File: src/rtl/regfile_pkg.sv
// Shared types and constants for the register-file write path.
package regfile_pkg;

    localparam int REG_W = 8;
    localparam int REG_A = 2;

    typedef logic [REG_A-1:0] reg_addr_t;
    typedef logic [REG_W-1:0] reg_data_t;

    typedef struct packed {
        logic      valid;
        reg_addr_t addr;
        reg_data_t data;
    } wr_req_t;

    typedef enum logic {
        REQ_ALU = 1'b0,
        REQ_MEM = 1'b1
    } req_id_e;

endpackage

File: src/rtl/rr_arb2.sv
// Two-way round-robin arbiter: holds the last-granted index and
// produces a one-hot (or zero) grant each cycle.
module rr_arb2
    import regfile_pkg::*;
(
    input  logic       clk,
    input  logic       reset,
    input  logic       hold,
    input  logic [1:0] req,
    output logic [1:0] grant
);

    req_id_e last;

    // Grant selection: a lone request wins outright; on contention the
    // requester that did not win last time is chosen.
    always_comb begin
        grant = '0;
        if (!reset && !hold) begin
            if (req == 2'b11) begin
                grant = (last == REQ_MEM) ? 2'b01 : 2'b10;
            end else begin
                grant = req;
            end
        end
    end

    // Pointer update: remember the index granted on this edge.
    always_ff @(posedge clk) begin
        if (reset) begin
            last <= REQ_MEM;
        end else if (grant[0]) begin
            last <= REQ_ALU;
        end else if (grant[1]) begin
            last <= REQ_MEM;
        end
    end

endmodule

File: src/rtl/regfile_write_arbiter.sv
// Arbitrates the single register-file write port between the ALU
// writeback and the load-return path, and registers the winning write.
module regfile_write_arbiter
    import regfile_pkg::*;
#(
    parameter int W = REG_W,
    parameter int A = REG_A
) (
    input  logic         Clk,
    input  logic         Reset,
    input  logic         Hold,
    input  logic         Req0,
    input  logic [A-1:0] Waddr0,
    input  logic [W-1:0] Data0,
    input  logic         Req1,
    input  logic [A-1:0] Waddr1,
    input  logic [W-1:0] Data1,
    output logic         Grant0,
    output logic         Grant1,
    output logic         WriteEn,
    output logic [A-1:0] Waddr,
    output logic [W-1:0] DataIn,
    output logic         PendValid,
    output logic [A-1:0] PendAddr
);

    logic [1:0] grant;

    rr_arb2 u_arb (
        .clk   (Clk),
        .reset (Reset),
        .hold  (Hold),
        .req   ({Req1, Req0}),
        .grant (grant)
    );

    assign Grant0 = grant[0];
    assign Grant1 = grant[1];

    // Output stage: capture the granted write; address/data hold when idle.
    always_ff @(posedge Clk) begin
        if (Reset) begin
            WriteEn <= 1'b0;
            Waddr   <= '0;
            DataIn  <= '0;
        end else if (grant[1]) begin
            WriteEn <= 1'b1;
            Waddr   <= Waddr1;
            DataIn  <= Data1;
        end else if (grant[0]) begin
            WriteEn <= 1'b1;
            Waddr   <= Waddr0;
            DataIn  <= Data0;
        end else begin
            WriteEn <= 1'b0;
        end
    end

    // The in-flight write is exactly the output-stage contents.
    assign PendValid = WriteEn;
    assign PendAddr  = Waddr;

endmodule

File: config.mk
export PLATFORM = sky130hd
export DESIGN_NAME = regfile_write_arbiter
export DESIGN_NICKNAME = d
export VERILOG_FILES = /design/src/rtl/regfile_pkg.sv /design/src/rtl/rr_arb2.sv /design/src/rtl/regfile_write_arbiter.sv
export SDC_FILE = /design/constraint.sdc
export NUM_CORES = 1
export LEC_CHECK = 0
export ABC_CLOCK_PERIOD_IN_PS = 1410
export BUFFER_PORTS_ARGS = -buffer_cell sky130_fd_sc_hd__buf_2
export CELL_PAD_IN_SITES_DETAIL_PLACEMENT = 1
export CELL_PAD_IN_SITES_GLOBAL_PLACEMENT = 1
export CORE_ASPECT_RATIO = 0.9
export CORE_MARGIN = 2
export CORE_UTILIZATION = 30
export DETAILED_ROUTE_END_ITERATION = 12
export PLACE_DENSITY_LB_ADDON = 0.1
export SLEW_MARGIN = 40
export SYNTH_ARGS = -nofsm -noshare
export SYNTH_HDL_FRONTEND = slang
export SYNTH_SLANG_ARGS = --single-unit
File: constraint.sdc
create_clock -name Clk -period 1.41 [get_ports Clk]
set_input_delay 0.3525 -clock Clk [delete_from_list [all_inputs] [get_ports Clk]]
set_output_delay 0.3525 -clock Clk [all_outputs]
set_load 0.01 [all_outputs]
* Word-level counts from Yosys, hierarchy flattened
Index checks and enable logic that the tools add are counted.
Word-level totals: register bits after elaboration 12, bits in latches 0, RAM bits 0, bits in read-only memories 0, bits of input ports 25, output and inout port bits 16, word-level logic and storage cells 20, memories kept 0
Cells by class: add/sub/neg operators 0, multipliers 0, divide/modulo/power cells 0, order comparisons 0, equality and inequality tests 1, shift operators 0, mux-type cells 11, bitwise logic cells 0, reductions and logical operators 4
Operators by type and width (number):
- two-way mux 8 bit | 2
- two-way mux 2 bit | 5
- two-way mux 1 bit | 4
- equality test 2 bit (second input constant) | 1
- zero test 1 bit | 2
- nonzero test 2 bit | 1
- logical AND 1 bit | 1

* Logic depth before layout (Yosys ltp)
Gate-level depths: netlist of the first run.
word-level depth 5, mapped depth 4, mapped depth without buffers 3

* Modules after synthesis
Synthesis of the first run repeated with hierarchy kept, for this count alone.
Unflattened totals: cell total of the unflattened synthesis 59, area, all modules 578.1 µm²
Modules (own cells, without submodules):
- regfile_write_arbiter | instances 1, cells an instance 50, area each 510.5 µm², seq. area each 220.2 µm²
- rr_arb2 | instances 1, cells an instance 9, area each 67.6 µm², seq. area each 20.0 µm²

* Least setup slack after synthesis of the first run
Ideal clock, no wire load.
kind input port to output port, start in Req0, end out Grant1, data arrival time 0.982 ns, required time 1.058 ns, slack 0.076 ns, stages on the path 3, buffers on the path 1, cell sequence a211o_1 -> buf_4 -> nor2_1
Between the ends: cells in the longest elaborated chain, start to end 3
Ends and longest elaborated chain:
- from (decl) | RTL line regfile_write_arbiter.sv:12 | input logic Req0,
- equality test 2 bit | RTL line rr_arb2.sv:20 | if (req == 2'b11) begin
- two-way mux 2 bit | RTL line rr_arb2.sv:20
- two-way mux 2 bit | RTL line rr_arb2.sv:19 | if (!reset && !hold) begin
- to (decl) | RTL line regfile_write_arbiter.sv:19 | output logic Grant1,
Every way passes these cells.

* Worst setup path in the final report of the first run
start reg u_arb.last, end out Grant1
Between the ends: cells in the longest elaborated chain, start to end 3
Ends and longest elaborated chain:
- from (decl) | RTL line rr_arb2.sv:13 | req_id_e last;
- from (signal assigned) | RTL line rr_arb2.sv:31 | last <= REQ_MEM;
- from (signal assigned) | RTL line rr_arb2.sv:33 | last <= REQ_ALU;
- from (signal assigned) | RTL line rr_arb2.sv:35 | last <= REQ_MEM;
- two-way mux 2 bit | RTL line rr_arb2.sv:21 | grant = (last == REQ_MEM) ? 2'b01 : 2'b10;
- two-way mux 2 bit | RTL line rr_arb2.sv:20
- two-way mux 2 bit | RTL line rr_arb2.sv:19
Every way passes these cells.

==> flow_summary.ini, run 1 <==
[pwr]
ir_drop_uv = 430
power.internal_w = 0.000579
p_leak_nw = 0.460
sw_frac_of_total_pct = 31.2
power_density_nw_per_um2 = 804
power_w = 0.000842
pwr-share-seq_pct = 44.2
switching_power_w = 0.000263
p_comb_share_pct = 29.9
pwr-share-clk_pct = 25.9

[global_route]
grt_max_degree = 12
grt_use_total_pct = 17.9
grt_pass1_vias = 794
grt-busiest-layer = met2
grt_pass1_wl_mm = 3.86
antenna_found_initial = 0
use_met1_pct = 22.6
met3_usage_pct = 5.93
grt_use_met2_pct = 30.0
overflow = 0

[clocking]
clk_pin_slew_ns = 0.08
cts_tree = built
cts_max_path_buffers = 2
worstSkewPairLatency_ns = 0.28
cts.htree.levels = 1
postCtsHoldBufs = 0
cts-root-buf = clkbuf_4
cts_buffers = 3
clock_sinks = 12

[logic_synthesis]
syn_avg_cell_area_um2 = 9.74
synth-seq-cells = 12
syn-num-nets = 99
yosys.cell_types.count = 22
synth_top_area_share_pct = 33.3
syn_area_um2 = 721
synth_top_area_cell = dfxtp_1
ys_seq_area_share_pct = 33.3
ys_warn_count = 0
syn_inst = 74
synthTopCellsByArea = dfxtp_1 (33%), a311oi_2 (19%), o21ai_2 (9.7%)

[timing]
finalCriticalPeriod_ns = 1.48
drv_slew = 0
clock-skew-final_ns = 0.00823
finalWorstSetupSlack_ns = -0.0689
tightest_slew_ns = 0.223
hold_viol_final = 0
setup_viol = 2
period_share_pct = 105
rsz0062_at_grt = yes
fmax_mhz = 676
slew_headroom_pct = 85.0

[floorplan]
num_io_pins = 41
die-height_um = 50.5
rows = 16
coreArea_um2 = 2220
die_x_um = 55.7
start_util_pct = 32.4
die_area_um2 = 2810

[setup_path]
required_ns = 1.06
worst_r2r_path_depth = 6
crit_path_end_kind = output pin
startpoint_type = flop
path_class = flop to output pin
arrival_ns = 1.13
worst-path-max-fanout = 2

[run_status]
violations = negative setup slack
status = finished with violations

[layout]
multi_input_comb_area_um2 = 410
n_antenna_cell = 0
fin_nets = 150
fillers = 274
ff_latch_area_um2 = 241
syn2layout_area_growth_pct = 45.3
drive_gt1_share_pct = 66.7
design_area_um2 = 1050

[placement]
placed_cell_area_um2 = 987
dp_hpwl_mm = 1.72
io_buffers = 40
routabilityCongestion = 0.786

[min_path]
holdCritPathClass = input pin to flop
min_path_cells = 3

[route]
routed_wl_mm = 2.30
vias_per_cell = 5.39
num_vias = 809
drc_errors = 0
firstDrtPassIters = 4
drt_iter0_markers = 19
ant_nets = 0
wl_per_cell_um = 15.4

[run]
max_cap_violations = 0
## logic make-up (layout without fill, tap and decap cells)
group,Yosys count,after routing,share of synthesized area [%]
AO/OA/AOI/OAI,33,33,42.0
AND/OR/NAND/NOR,17,17,14.1
buffers and inverters,12,61,10.6
flip-flops,12,12,33.3
## final timing paths
path / start / endpoint / slack [ns]
setup reg to reg: u_arb.last$_SDFFE_PP1P_ / DataIn[0]$_SDFFE_PP0P_ / 0.04
hold / removal: Data0[3] / DataIn[3]$_SDFFE_PP0P_ / 0.34
setup / recovery: u_arb.last$_SDFFE_PP1P_ / Grant1 / -0.07
hold reg to reg: DataIn[3]$_SDFFE_PP0P_ / DataIn[3]$_SDFFE_PP0P_ / 0.52
## layout make-up
| cell class | instances | area share, % |
|---|---|---|
| timing repair buffer | 57 | 32.0 |
| clock buffer | 3 | 2.15 |
| sequential | 12 | 23.1 |
| inverter | 1 | 0.358 |
| multi-input combinational | 50 | 39.2 |
| tap | 27 | 3.23 |
## registers in the layout (all words and copies together) (netlist names)
name	count
PendAddr	2
PendValid	1
DataIn	8
u_arb.last	1
## worst max-delay path: stages (launching register included)
cell	delay, ns
dfxtp_2	0.33
a211o_1	0.28
nor2_2	0.10
buf_2	0.14
## cells in the mapped netlist
| cell | count |
|---|---|
| a211o_1 | 1 |
| a21oi_1 | 10 |
| a221o_1 | 1 |
| a311oi_1 | 1 |
| a311oi_2 | 9 |
| and2_4 | 1 |
| buf_2 | 4 |
| buf_4 | 5 |
| buf_6 | 1 |
| clkbuf_1 | 1 |
| clkinv_1 | 1 |
| dfxtp_1 | 12 |
| nand2_1 | 1 |
| nand2b_1 | 1 |
| nand4_1 | 10 |
| nor2_1 | 2 |
| nor2_2 | 1 |
| o211a_1 | 1 |
| o21ai_0 | 1 |
| o21ai_1 | 1 |
| o21ai_2 | 8 |
| or2_1 | 1 |
## cells in the final DEF (no fill, tap or decap)
cell type,Yosys,final
buf_2,4,40
buf_4,5,15
dfxtp_1,12,11
nand4_1,10,10
a21oi_1,10,10
o21ai_2,8,9
a311oi_2,9,9
clkbuf_4,0,3
nor2_2,1,2
buf_6,1,2
clkinv_1,1,1
o211a_1,1,1
a211o_1,1,1
or2_1,1,1
and2_4,1,1
nand2_1,1,1
a311oi_1,1,1
nand2b_1,1,1
nor2_1,2,1
a221o_1,1,1
o21ai_0,1,1
dfxtp_2,0,1
## layer usage
metal	wire (um)	vias to the layer above	share of wire [%]
met5	0	-	0
met3	143	2	6.2
met4	12	0	0.52
met1	1040	391	45
met2	1110	24	48
li1	-	392	-
## through the flow
step	setup WS (ns)	hold WS (ns)	setup TNS, ns	std cells	util, %
3_3_place_gp	0.00483	0.503	0	144	44.4
2_1_floorplan	0.0757	0.457	0	74	-
3_5_place_dp	-0.0254	0.522	-0.0378	144	44.4
6_report	-0.0689	0.343	-0.104	150	47.1
5_1_grt	-0.150	0.336	-0.267	150	47.1
4_1_cts	-0.151	0.337	-0.199	149	46.2
## power by group through the flow
stage                     registers (W)  logic [W]  clock network (W)
final                          0.000372   0.000252           0.000218
after global routing           0.000375   0.000274           0.000249
after CTS                      0.000373   0.000246           0.000227
after detailed placement       0.000382   0.000239                  0
after global placement         0.000380   0.000236                  0
after floorplan                0.000391   0.000125                  0
## timing repair
| item | 4_1_cts | 5_1_grt |
|---|---|---|
| buffers inserted | 2 | 1 |
| setup endpoints to repair | 1 | 2 |
| gates resized for setup | 1 | 4 |
| pin swaps | 2 | 2 |
| cloned | 0 | 0 |
Power figures use the tool's default switching activity.
==> run 2, diff against run 1 <==
--- a/config.mk
+++ b/config.mk
@@ -5,13 +5,14 @@
 export SDC_FILE = /design/constraint.sdc
 export NUM_CORES = 1
 export LEC_CHECK = 0
+export ABC_AREA = 1
 export ABC_CLOCK_PERIOD_IN_PS = 1410
 export BUFFER_PORTS_ARGS = -buffer_cell sky130_fd_sc_hd__buf_2
 export CELL_PAD_IN_SITES_DETAIL_PLACEMENT = 1
 export CELL_PAD_IN_SITES_GLOBAL_PLACEMENT = 1
 export CORE_ASPECT_RATIO = 0.9
 export CORE_MARGIN = 2
-export CORE_UTILIZATION = 30
+export CORE_UTILIZATION = 29
 export DETAILED_ROUTE_END_ITERATION = 12
 export PLACE_DENSITY_LB_ADDON = 0.1
 export SLEW_MARGIN = 40
==> run 2 against run 1 <==
Compared with the run above:
- largest power group unchanged
- critical path depth grew 1
- largest cell class unchanged
- area after synthesis increased by 6.1%
- the run now ends clean
- fmax is 12% higher
- non-clock buffer count fell by 9
- total power shrank 4.2%
- combinational power is 16% lower
- worst hold slack better by 0.014 ns
- wire length shrank 5.7%
- sequential power hardly changed
==> flow_summary.ini, run 2 <==
[run_status]
status = complete, no violations

[layout]
finish.utilization_pct = 39.9
final_cells = 172
n_antenna_cell = 0
mostFrequentLayoutCells = buf_2 (40), nand2_1 (14), inv_1 (12)
fin_nets = 171
largest_reg_flops = 8
fillers = 341
design_area_um2 = 993
syn2layout_area_growth_pct = 30.0
regMostFlops = DataIn
layout_commonest_cell = buf_2
drive_gt1_share_pct = 52.1

[logic_synthesis]
synth-seq-cells = 12
ys_seq_area_share_pct = 31.4
syn_area_um2 = 764
synthTopCellsByArea = dfxtp_1 (31%), a21oi_2 (10%), nand4_1 (8.2%)
synth_top_area_share_pct = 31.4
synth_top_area_cell = dfxtp_1
yosys.cell_types.count = 18
synth_ff_type = dfxtp_1
synth_commonest_cells = nand2_1 (15), dfxtp_1 (12), inv_1 (12)
ys_warn_count = 0
async_reset_ff_share_pct = 0
syn_avg_cell_area_um2 = 7.42
synthMostInstantiatedCell = nand2_1
synth_edf_count = 0
syn_inst = 103
syn-num-nets = 128

[route]
drc_errors = 0
firstDrtPassIters = 2
drt_iter0_markers = 7
ant_nets = 0
wl_per_cell_um = 12.6
routed_wl_mm = 2.17
num_vias = 800
vias_per_cell = 4.65

[clocking]
cts_resized = 0
cts-root-buf = clkbuf_4
clk_pin_slew_ns = 0.08
cts_buffers = 3
cts.htree.levels = 1
cts_max_path_buffers = 2
cts_tree = built
worstSkewPairLatency_ns = 0.28
postCtsHoldBufs = 0
clock_sinks = 12
post_cts_buffers = 0

[floorplan]
start_util_pct = 30.7
die_x_um = 58.1
die-height_um = 52.7
die_area_um2 = 3060
coreArea_um2 = 2490
num_io_pins = 41
rows = 17

[min_path]
holdCritStartpoint = Data0[4]
min_path_cells = 5
worstHoldEndpoint = DataIn[4]$_SDFFE_PP0P_
holdCritPathClass = input pin to flop

[setup_path]
worst_r2r_path_depth = 7
r2r_slack_ns = 0.37
path_class = flop to output pin
startpoint_type = flop
path_cells = nand2_2 > nand3_2 > inv_2 > buf_2
crit_path_end_kind = output pin
crit_start = u_arb.last$_SDFFE_PP1P_
timing.rr.start = u_arb.last$_SDFFE_PP1P_
arrival_ns = 0.97
required_ns = 1.06
max_stage_delay_ns = 0.34
slowest_stage = dfxtp_2
r2r-end = DataIn[1]$_SDFFE_PP0P_
worst-path-max-fanout = 3

[placement]
dp.cells = 169
io_buffers = 40
placed_cell_area_um2 = 967
routabilityCongestion = 0.675
dp_hpwl_mm = 1.64

[timing]
drv_slew = 0
setup_viol = 0
fmax_mhz = 758
tightest_slew_ns = 0.212
period_share_pct = 93.5
slew_headroom_pct = 85.9
fin_tns_setup_ns = 0
clock-skew-final_ns = 0.00854
finalCriticalPeriod_ns = 1.32
hold_viol_final = 0
rsz0062_at_grt = no

[pwr]
ir_drop_uv = 369
p_leak_nw = 0.545
power_density_nw_per_um2 = 812

[global_route]
antenna_found_initial = 0
grt_pass1_wl_mm = 3.64
grt_max_degree = 12
grt_use_total_pct = 15.8
grt_pass1_vias = 811
overflow = 0

[run]
max_cap_violations = 0
-- run 2: cell count changes in the layout (fill, tap and decap cells not counted), sizes merged, moves of 2 or more --
cell | before | now
a311oi | 10 | 0
buf | 57 | 48
clkinv | 1 | 9
inv | 0 | 14
nand2 | 1 | 23
nand3 | 0 | 11
nor2 | 3 | 1
o21ai | 10 | 1
-- run 2: worst max path at each step --
stage                             endpoint  slack [ns]  depth (start not counted)
floorplan                           Grant0        0.17                          4
global placement    DataIn[2]$_SDFFE_PP0P_        0.14                          8
detailed placement  DataIn[1]$_SDFFE_PP0P_        0.12                          8
CTS                                 Grant1        0.03                          4
global route                        Grant1        0.02                          4
finish                              Grant1        0.09                          4
-- run 2: report_power, final --
part           switching [W]  total [W]  internal, W  leakage [nW]
Combinational       0.000119   0.000212    0.0000935         0.433
Clock               0.000121   0.000220    0.0000990        0.0138
Sequential         0.0000123   0.000374     0.000362        0.0985
Total               0.000252   0.000807     0.000554         0.545
-- run 2: worst max-delay path, delay by kind of cell (launching register included) --
| family | cells | cell delay, ns |
|---|---|---|
| buf+inv | 2 | 0.18 |
| flops | 1 | 0.34 |
| simple gates | 2 | 0.18 |
-- run 2: cells by family after synthesis --
logic type             after synthesis  share of synthesized area, %
AO/OA/AOI/OAI                       12                          12.8
buffers and inverters               33                          23.4
AND/OR/NAND/NOR                     46                          32.4
flip-flops                          12                          31.4
-- run 2: final cells by class --
| cell class | instances | area [um2] | area share [%] |
|---|---|---|---|
| tap | 28 | 35.0 | 3.53 |
| timing repair buffer | 48 | 260 | 26.2 |
| multi-input combinational | 58 | 348 | 35.0 |
| clock buffer | 3 | 22.5 | 2.27 |
| sequential | 12 | 241 | 24.3 |
| inverter | 23 | 86.3 | 8.69 |
-- run 2: through the flow --
stage / total power (W) / setup WS, ns / hold slack, ns
2_1_floorplan: 0.000514 / 0.168 / 0.462
3_3_place_gp: 0.000590 / 0.137 / 0.493
3_5_place_dp: 0.000596 / 0.121 / 0.503
4_1_cts: 0.000823 / 0.0271 / 0.354
5_1_grt: 0.000859 / 0.0208 / 0.385
6_report: 0.000807 / 0.0913 / 0.357
-- run 2: layer usage --
metal / global-route usage, % / vias up / share of wire (%)
met5: 0 / - / 0
met4: 3.49 / 0 / 0.55
met3: 4.69 / 3 / 6.2
met2: 28.6 / 24 / 51
met1: 18.3 / 370 / 42
li1: - / 403 / -
